[src/rtl/ocm_arbiter_if.sv]
`default_nettype none
// ---------------------------------------------------------------------------
// Module  : ocm_arbiter_if
// Brief   : Core-side request/response bundle plus the sync RAM port of the
//           shared OCM arbiter. The arbiter uses the slave view and the
//           cores/RAM side uses the master view.
// Revision: 1.0
// ---------------------------------------------------------------------------
interface ocm_arbiter_if #(
   parameter int NUM_CORES = 2,
   parameter int ADDR_BITS = 12,
   parameter int IDX_BITS  = 1
);
   logic [NUM_CORES-1:0]           i_request;
   logic [NUM_CORES-1:0]           i_is_atomic;
   logic [NUM_CORES*ADDR_BITS-1:0] i_addr;
   logic [NUM_CORES*4-1:0]         i_dm_write;
   logic [NUM_CORES*32-1:0]        i_wdata;
   logic [NUM_CORES-1:0]           o_grant;
   logic [IDX_BITS-1:0]            o_grant_id;
   logic [NUM_CORES-1:0]           o_data_valid;
   logic [NUM_CORES-1:0]           o_data_write_valid;
   logic [31:0]                    o_rdata;
   logic                           o_mem_en;
   logic [3:0]                     o_mem_we;
   logic [ADDR_BITS-1:0]           o_mem_addr;
   logic [31:0]                    o_mem_wdata;
   logic [31:0]                    i_mem_rdata;

   modport slave (
      input  i_request, i_is_atomic, i_addr, i_dm_write, i_wdata, i_mem_rdata,
      output o_grant, o_grant_id, o_data_valid, o_data_write_valid, o_rdata,
      output o_mem_en, o_mem_we, o_mem_addr, o_mem_wdata
   );

   modport master (
      output i_request, i_is_atomic, i_addr, i_dm_write, i_wdata, i_mem_rdata,
      input  o_grant, o_grant_id, o_data_valid, o_data_write_valid, o_rdata,
      input  o_mem_en, o_mem_we, o_mem_addr, o_mem_wdata
   );
endinterface
`default_nettype wire

[src/rtl/ocm_arbiter.sv]
`default_nettype none
// ---------------------------------------------------------------------------
// Module  : ocm_arbiter
// Brief   : Round-robin arbiter/controller for a shared 1-cycle-latency OCM.
//           Serves one core at a time (load, store or atomic RMW) and keeps
//           the grant locked across the whole RMW so it is indivisible.
// Revision: 1.0
// ---------------------------------------------------------------------------
module ocm_arbiter #(
   parameter int NUM_CORES = 2,
   parameter int ADDR_BITS = 12,
   parameter int IDX_BITS  = 1
) (
   input  logic          clk,
   input  logic          nrst,
   ocm_arbiter_if.slave  bus
);

   typedef enum logic [2:0] {
      S_IDLE     = 3'd0,
      S_READ     = 3'd1,
      S_RDATA    = 3'd2,
      S_AMO_WAIT = 3'd3,
      S_WRITE    = 3'd4,
      S_WACK     = 3'd5,
      S_RELEASE  = 3'd6
   } state_t;

   state_t              r_state;
   logic [IDX_BITS-1:0] r_last;
   logic [IDX_BITS-1:0] r_gid;
   logic                r_is_amo;

   logic [ADDR_BITS-1:0] w_addr_arr  [NUM_CORES];
   logic [3:0]           w_we_arr    [NUM_CORES];
   logic [31:0]          w_wdata_arr [NUM_CORES];

   logic                 w_found;
   logic [IDX_BITS-1:0]  w_pick;
   logic [IDX_BITS-1:0]  w_cand;
   logic [NUM_CORES-1:0] w_pick_oh;
   logic [NUM_CORES-1:0] w_gid_oh;
   logic                 w_req_g;

   // Split the flat per-core buses into per-core words
   generate
      for (genvar k = 0; k < NUM_CORES; k++) begin : g_unpack
         assign w_addr_arr[k]  = bus.i_addr[k*ADDR_BITS +: ADDR_BITS];
         assign w_we_arr[k]    = bus.i_dm_write[k*4 +: 4];
         assign w_wdata_arr[k] = bus.i_wdata[k*32 +: 32];
      end
   endgenerate

   assign w_req_g        = bus.i_request[r_gid];
   assign bus.o_grant_id = r_gid;

   // Round-robin search: first requester strictly after the last winner
   always_comb begin
      w_found   = 1'b0;
      w_pick    = '0;
      w_cand    = '0;
      w_pick_oh = '0;
      for (int i = 1; i <= NUM_CORES; i++) begin
         w_cand = IDX_BITS'((int'(r_last) + i) % NUM_CORES);
         if (!w_found && bus.i_request[w_cand]) begin
            w_found = 1'b1;
            w_pick  = w_cand;
         end
      end
      w_pick_oh[w_pick] = 1'b1;
   end

   // One-hot of the currently granted core, used to steer the valid pulses
   always_comb begin
      w_gid_oh        = '0;
      w_gid_oh[r_gid] = 1'b1;
   end

   // RAM port is driven only in the two access states, straight from core g
   always_comb begin
      bus.o_mem_en    = 1'b0;
      bus.o_mem_we    = 4'b0000;
      bus.o_mem_addr  = '0;
      bus.o_mem_wdata = '0;
      if (r_state == S_READ) begin
         bus.o_mem_en   = 1'b1;
         bus.o_mem_addr = w_addr_arr[r_gid];
      end else if (r_state == S_WRITE) begin
         bus.o_mem_en    = 1'b1;
         bus.o_mem_we    = w_we_arr[r_gid];
         bus.o_mem_addr  = w_addr_arr[r_gid];
         bus.o_mem_wdata = w_wdata_arr[r_gid];
      end
   end

   // Transaction sequencer with registered grant, valid pulses and read data
   always_ff @(posedge clk or negedge nrst) begin
      if (!nrst) begin
         r_state                <= S_IDLE;
         r_last                 <= IDX_BITS'(NUM_CORES - 1);
         r_gid                  <= '0;
         r_is_amo               <= 1'b0;
         bus.o_grant            <= '0;
         bus.o_data_valid       <= '0;
         bus.o_data_write_valid <= '0;
         bus.o_rdata            <= '0;
      end else begin
         bus.o_data_valid       <= '0;
         bus.o_data_write_valid <= '0;
         case (r_state)
            S_IDLE: begin
               if (w_found) begin
                  bus.o_grant <= w_pick_oh;
                  r_gid       <= w_pick;
                  r_last      <= w_pick;
                  r_is_amo    <= bus.i_is_atomic[w_pick];
                  if (bus.i_is_atomic[w_pick] || (w_we_arr[w_pick] == 4'b0000))
                     r_state <= S_READ;
                  else
                     r_state <= S_WRITE;
               end
            end
            S_READ: begin
               if (!w_req_g) begin
                  bus.o_grant <= '0;
                  r_gid       <= '0;
                  r_state     <= S_IDLE;
               end else begin
                  r_state <= S_RDATA;
               end
            end
            S_RDATA: begin
               if (!w_req_g) begin
                  bus.o_grant <= '0;
                  r_gid       <= '0;
                  r_state     <= S_IDLE;
               end else begin
                  bus.o_rdata      <= bus.i_mem_rdata;
                  bus.o_data_valid <= w_gid_oh;
                  r_state          <= r_is_amo ? S_AMO_WAIT : S_RELEASE;
               end
            end
            S_AMO_WAIT: begin
               // Grant stays locked here until the core returns the result
               if (!w_req_g) begin
                  bus.o_grant <= '0;
                  r_gid       <= '0;
                  r_state     <= S_IDLE;
               end else if (w_we_arr[r_gid] == 4'b1111) begin
                  r_state <= S_WRITE;
               end
            end
            S_WRITE: begin
               // The RAM write is already on the port this cycle, so a drop
               // here still commits; only the acknowledge is suppressed.
               if (!w_req_g) begin
                  bus.o_grant <= '0;
                  r_gid       <= '0;
                  r_state     <= S_IDLE;
               end else begin
                  r_state <= S_WACK;
               end
            end
            S_WACK: begin
               bus.o_data_write_valid <= w_gid_oh;
               r_state                <= S_RELEASE;
            end
            S_RELEASE: begin
               if (!w_req_g) begin
                  bus.o_grant <= '0;
                  r_gid       <= '0;
                  r_state     <= S_IDLE;
               end
            end
            default: begin
               bus.o_grant <= '0;
               r_gid       <= '0;
               r_state     <= S_IDLE;
            end
         endcase
      end
   end

endmodule
`default_nettype wire

[src/flat_wrapper.sv]
// flat-port wrapper written by rule: the top's interface ports become plain ports
module ocm_arbiter_flat 
#(
   parameter int NUM_CORES = 2,
   parameter int ADDR_BITS = 12,
   parameter int IDX_BITS  = 1
)
  (clk, nrst, bus_i_request, bus_i_is_atomic, bus_i_addr, bus_i_dm_write, bus_i_wdata, bus_i_mem_rdata, bus_o_grant, bus_o_grant_id, bus_o_data_valid, bus_o_data_write_valid, bus_o_rdata, bus_o_mem_en, bus_o_mem_we, bus_o_mem_addr, bus_o_mem_wdata);
  ocm_arbiter_if #(.NUM_CORES(NUM_CORES), .ADDR_BITS(ADDR_BITS), .IDX_BITS(IDX_BITS)) bus_i ();
  input  logic clk;
  input  logic nrst;
  input wire logic [$bits(bus_i.i_request)-1:0] bus_i_request;
  input wire logic [$bits(bus_i.i_is_atomic)-1:0] bus_i_is_atomic;
  input wire logic [$bits(bus_i.i_addr)-1:0] bus_i_addr;
  input wire logic [$bits(bus_i.i_dm_write)-1:0] bus_i_dm_write;
  input wire logic [$bits(bus_i.i_wdata)-1:0] bus_i_wdata;
  input wire logic [$bits(bus_i.i_mem_rdata)-1:0] bus_i_mem_rdata;
  output wire logic [$bits(bus_i.o_grant)-1:0] bus_o_grant;
  output wire logic [$bits(bus_i.o_grant_id)-1:0] bus_o_grant_id;
  output wire logic [$bits(bus_i.o_data_valid)-1:0] bus_o_data_valid;
  output wire logic [$bits(bus_i.o_data_write_valid)-1:0] bus_o_data_write_valid;
  output wire logic [$bits(bus_i.o_rdata)-1:0] bus_o_rdata;
  output wire logic [$bits(bus_i.o_mem_en)-1:0] bus_o_mem_en;
  output wire logic [$bits(bus_i.o_mem_we)-1:0] bus_o_mem_we;
  output wire logic [$bits(bus_i.o_mem_addr)-1:0] bus_o_mem_addr;
  output wire logic [$bits(bus_i.o_mem_wdata)-1:0] bus_o_mem_wdata;
  assign bus_i.i_request = bus_i_request;
  assign bus_i.i_is_atomic = bus_i_is_atomic;
  assign bus_i.i_addr = bus_i_addr;
  assign bus_i.i_dm_write = bus_i_dm_write;
  assign bus_i.i_wdata = bus_i_wdata;
  assign bus_i.i_mem_rdata = bus_i_mem_rdata;
  assign bus_o_grant = bus_i.o_grant;
  assign bus_o_grant_id = bus_i.o_grant_id;
  assign bus_o_data_valid = bus_i.o_data_valid;
  assign bus_o_data_write_valid = bus_i.o_data_write_valid;
  assign bus_o_rdata = bus_i.o_rdata;
  assign bus_o_mem_en = bus_i.o_mem_en;
  assign bus_o_mem_we = bus_i.o_mem_we;
  assign bus_o_mem_addr = bus_i.o_mem_addr;
  assign bus_o_mem_wdata = bus_i.o_mem_wdata;
  ocm_arbiter #(.NUM_CORES(NUM_CORES), .ADDR_BITS(ADDR_BITS), .IDX_BITS(IDX_BITS)) u_core (.clk(clk), .nrst(nrst), .bus(bus_i));
endmodule
[config.mk]
export PLATFORM = sky130hd
export DESIGN_NAME = ocm_arbiter_flat
export DESIGN_NICKNAME = d
export VERILOG_FILES = /design/src/rtl/ocm_arbiter_if.sv /design/src/rtl/ocm_arbiter.sv /design/src/flat_wrapper.sv
export SDC_FILE = /design/constraint.sdc
export NUM_CORES = 1
export LEC_CHECK = 0
export CORE_ASPECT_RATIO = 2
export CORE_MARGIN = 8
export CORE_UTILIZATION = 33
export CTS_CLUSTER_SIZE = 25
export DETAILED_ROUTE_END_ITERATION = 12
export HOLD_SLACK_MARGIN = 0.08
export PLACE_DENSITY = 0.82
export RECOVER_POWER = 50
export SLEW_MARGIN = 40
export SYNTH_ARGS = -nofsm -noshare
export SYNTH_HDL_FRONTEND = slang
export SYNTH_SLANG_ARGS = --single-unit
[constraint.sdc]
create_clock -name clk -period 2 [get_ports clk]
set_input_delay 0.2 -clock clk [delete_from_list [all_inputs] [get_ports clk]]
set_output_delay 0.2 -clock clk [all_outputs]
set_load 0.01 [all_outputs]
---- Word level (Yosys, flattened, before mapping) ----
Index checks and enable logic that the tools add are counted.
cells by class
  bitwise operators ....................... 3
  reduce and logical (&&, ||, !) cells .... 12
  $add $sub $neg .......................... 2
  equal/unequal tests ..................... 11
  multiplexer cells ....................... 55
  magnitude comparators ................... 8
operators with widths
  operator                                                                       count
  32-bit two-way mux                                                             5
  12-bit two-way mux                                                             5
  4-bit two-way mux                                                              8
  3-bit two-way mux                                                              8
  3-bit one-hot mux with 7 select lines                                          1
  1-bit two-way mux                                                              18
  2-bit two-way mux                                                              6
  3-bit equality test (second input constant)                                    3
  1-bit by 2-bit less-than comparator with 1-bit output (second input constant)  4
  3-bit by 2-bit equality test with 1-bit output (second input constant)         2
  2-bit one-hot mux with 3 select lines                                          1
  3-bit AND reduction                                                            2
  5-bit OR reduction                                                             1
  4-bit equality test (second input constant)                                    1
  2-bit >= comparator (second input constant)                                    2
  4-bit zero test                                                                1
  2-bit != test (second input constant)                                          2
  1-bit inverter with 2-bit output                                               2
  2-bit AND reduction                                                            2
  3-bit by 1-bit equality test with 1-bit output (second input constant)         1
  1-bit logical AND                                                              3
  3-bit zero test                                                                1
  3-bit != test (second input constant)                                          1
  1-bit one-hot mux with 3 select lines                                          1
  7 further kinds                                                                10
word-level totals
  output and inout bits ................... 88
  register bits ........................... 44
  logic and storage cells ................. 99
  input port bits ......................... 134

---- Longest topological paths before layout ----
  depth after elaboration ................. 16
  mapped depth ............................ 5
  depth with buffers taken out ............ 4

---- Worst setup path before layout ----
Ideal clock, no wire load.
  path type ............................... reg-to-reg
  from .................................... register u_core.bus.o_grant[1] (netlist name)
  to ...................................... register u_core.bus.o_rdata[11]
  path buffers ............................ 1
  stages on the path, launching flop included .. 5
  clock period less this slack ............ 1565 ps
  setup slack ............................. 435 ps
  setup time .............................. 125 ps
  data required time ...................... 1875 ps
  data arrival time ....................... 1440 ps
  cell sequence ........................... dfrtp_1 -> mux2_2 -> nand3_4 -> buf_6 -> mux2_4
RTL lines
  what                    RTL line              text
  end signal: assignment  ocm_arbiter.sv:138    bus.o_rdata <= bus.i_mem_rdata;
  end: declaration        ocm_arbiter_if.sv:32  output o_grant, o_grant_id, o_data_valid, o_data_write_valid, o_rdata,

---- Worst setup path after layout ----
  from .................................... register u_core.r_state[2]
  to ...................................... output port bus_o_mem_en
between the ends
  cells in the longest elaborated chain, start to end .. 3
  elaborated cells on any way between the ends .. 4
  classes of those cells .................. eq/ne: 2; mux: 2
ends and longest elaborated chain
  what                      RTL line            text
  start: declaration        ocm_arbiter.sv:29   state_t r_state;
  start signal: assignment  ocm_arbiter.sv:140  r_state <= r_is_amo ? S_AMO_WAIT : S_RELEASE;
  3-bit equality test       ocm_arbiter.sv:88   end else if (r_state == S_WRITE) begin
  1-bit two-way mux         ocm_arbiter.sv:88
  1-bit two-way mux *       ocm_arbiter.sv:85   if (r_state == S_READ) begin
  end: declaration          flat_wrapper.sv:23  output wire logic [$bits(bus_i.o_mem_en)-1:0] bus_o_mem_en;
Mark *: on every way between the ends. The rest lies on a longest branch, timed or not.

==> qor.yml <==
synth_area_mm2: 0.00270
synth_nets: 391
crit_path_end_kind: "output pin"
crit_type: "reg2out"
status: "complete, no violations"
grt_max_degree: 44
rr_endpoint: "u_core.bus.o_rdata[10]$_DFFE_PN0N_"
tns_ns: 0
yosysTopAreaCell: "dfrtp_1"
fin_crit_sh_pct: 96.1
synth-edff-count: 0
ys_async_sr_fraction_pct: 100
fp-row-count: 46
maxCapViolations: 0
rrSetupSlack_ns: 0.09
crit_arrival_ns: 1.72
grt_pass1_vias: 3186
fin_nets: 623
totalWireLength_um: 10800
clock_sinks: 43
yosys.cell_types.count: 34
cts_inserted_buffers: 5
ys_seq_area_share_pct: 39.9
reg2reg_from: "u_core.bus.o_grant[1]$_DFFE_PN0P_"
rsz0062_at_grt: "no"
cp.required_ns: 1.80
netlist_top_cells_count: "nor2_1 (57), mux2i_1 (50), dfrtp_1 (42)"
synth_fa_ha_area_share_pct: 0
drtPass1Iterations: 4
syn_area_per_cell_um2: 10.5
total_leakage_power_uw: 0.00247
antenna_found_initial: 0
yosys.area_share.simple_pct: 15.4
worst_pin_slew_ns: 1.05
fp.dieW_um: 80.0
dp_hpwl_um: 8920
clk_pin_slew_ns: 0.06
critPathLaunchType: "register"
dieArea_mm2: 0.0115
die_y_um: 144
detail_route.wl_per_cell_um: 18.4
yosysWarningCount: 0
placedCellCount: 570
synth_ff_type: "dfrtp_1"
stdcell_count: 586
reg2reg_depth: 6
setup_viol: 0
cts_root_buf: "clkbuf_16"
drcViolationCount: 0
coreArea_mm2: 0.00794
hp-start: "u_core.bus.o_rdata[30]$_DFFE_PN0N_"
antennaDiodeCount: 0
synth_seq_cells: 43
hold_viol: 0
drt_iter0_markers: 104
skew_ns: 0.00665
grt-ovfl-total: 0
final_core_util_pct: 66.0
maxSlewViolCount: 0
period_needed_ns: 1.92
synth_top_area_share_pct: 38.9
powerDensity_mw_per_mm2: 1200
yosysMostFrequentCell: "nor2_1"
htree_levels: 2
grt_pass1_wl_um: 16200
synth_compound_area_share_pct: 5.14
vias: 2850
total_power_uw: 6290
clk_latency_ns: 0.28
synthXorXnorAreaFrac_pct: 0
clock_path_buffers: 2
vdd_ir_drop_max_mv: 0.466
start_util_pct: 34.0
hold_depth: 1
numPortBuffers: 221
drive_gt1_share_pct: 12.2
synth.area.mux_share_pct: 35.0
min_to: "u_core.bus.o_rdata[30]$_DFFE_PN0N_"
critical_path.startpoint: "u_core.r_state[2]$_DFFE_PN0P_"
holdCritPathClass: "reg2reg"
syn_inst: 257
tritoncts: "done"
fmax_mhz: 520
routed_via_density: 4.86
synthTopCellsByArea: "dfrtp_1 (39%), mux2i_1 (19%), mux2_4 (11%), nor2_1 (7.9%), mux2_1 (5.0%)"
ios: 222
synth_top_family_by_area: "multiplexers"
antenna_left: 0
syn2layout_area_growth_pct: 93.9
slew_headroom_pct: 30.0
worstPathMaxFanout: 9
gp_congestion: 0.800
grt.total_usage_pct: 18.1
[worst max path at each step]
stage / to / cells past startpoint
after floorplan: u_core.bus.o_rdata[11]$_DFFE_PN0N_ / 4
after global placement: bus_o_mem_addr[9] / 4
after detailed placement: u_core.r_state[2]$_DFFE_PN0P_ / 6
after CTS: bus_o_mem_en / 4
after global routing: bus_o_mem_en / 4
final: bus_o_mem_en / 4
[kinds of logic after synthesis]
kind of cell | count (synthesis)
buffers and inverters | 21
muxes | 83
and+or+nand+nor | 90
DFF | 43
AOI/OAI and AO/OA | 20
[area by class of cell]
class	instances	area (um2)
sequential	43	1080
tap	96	120
inverter	2	7.51
clock inverter	3	43.8
clock buffer	5	125
timing repair buffer	244	2360
multi-input combinational	193	1510
fill	646	2700
[cell usage in the layout, fill, tap and decap left out, types with 3 or more instances in the layout]
| cell type | count |
|---|---|
| dfrtp_1 | 41 |
| nand3_1 | 3 |
| a21oi_1 | 3 |
| o21ai_0 | 5 |
| mux2_1 | 12 |
| and3_1 | 3 |
| buf_12 | 3 |
| nand2b_1 | 6 |
| dlygate4sd3_1 | 38 |
| nand2_1 | 12 |
| dlygate4sd2_1 | 48 |
| clkbuf_16 | 5 |
| mux2_4 | 20 |
| mux2i_1 | 49 |
| buf_4 | 18 |
| clkdlybuf4s50_1 | 135 |
| nor2_1 | 56 |
[repair_timing]
action / CTS / global route
pin swaps: 0 / 1
endpoints found under the setup margin: 49 / 1
hold buffers: 1 / 0
setup buffers: 3 / 4
resized for setup: 52 / 0
hold endpoints to repair: 42 / 0
[metrics by stage]
step	setup WS (ns)	instance area, um2	hold WS, ns
after floorplan	0.435	2700	-0.0956
after global placement	0.172	5060	0.376
after detailed placement	0.138	5070	0.222
after CTS	0.0195	5220	0.454
after global routing	0.0136	5240	0.508
final	0.0777	5240	0.485
[metal layers]
metal  GRT usage, %  vias to the layer above  part of all wire, %
li1               -                     1358                    -
met1           16.9                     1304                   33
met2           33.4                      171                   54
met3           6.78                       17                   10
met4           7.34                        0                  2.7
met5              0                        -                    0
[registers in the layout, summed over array words and instances (netlist names)]
| name | cells |
|---|---|
| u_core.bus.o_rdata | 32 |
| u_core.r_state | 3 |
| u_core.bus.o_grant | 2 |
| u_core.bus.o_data_write_valid | 2 |
| u_core.r_last | 1 |
| u_core.r_is_amo | 1 |
| u_core.bus.o_data_valid | 2 |
[where the power goes]
group          switching, uW  internal (uW)  total [uW]
logic                   1730           2140        3870
clock network            326            588         914
registers                226           1280        1500
total                   2280           4010        6290
[critical path: stages, from the launching register on]
cell and delay (ns):
dfrtp_1 0.41, nand2b_1 0.19, a21o_4 0.25, inv_1 0.06, clkdlybuf4s50_1 0.53
(Power assumes the default switching activity.)
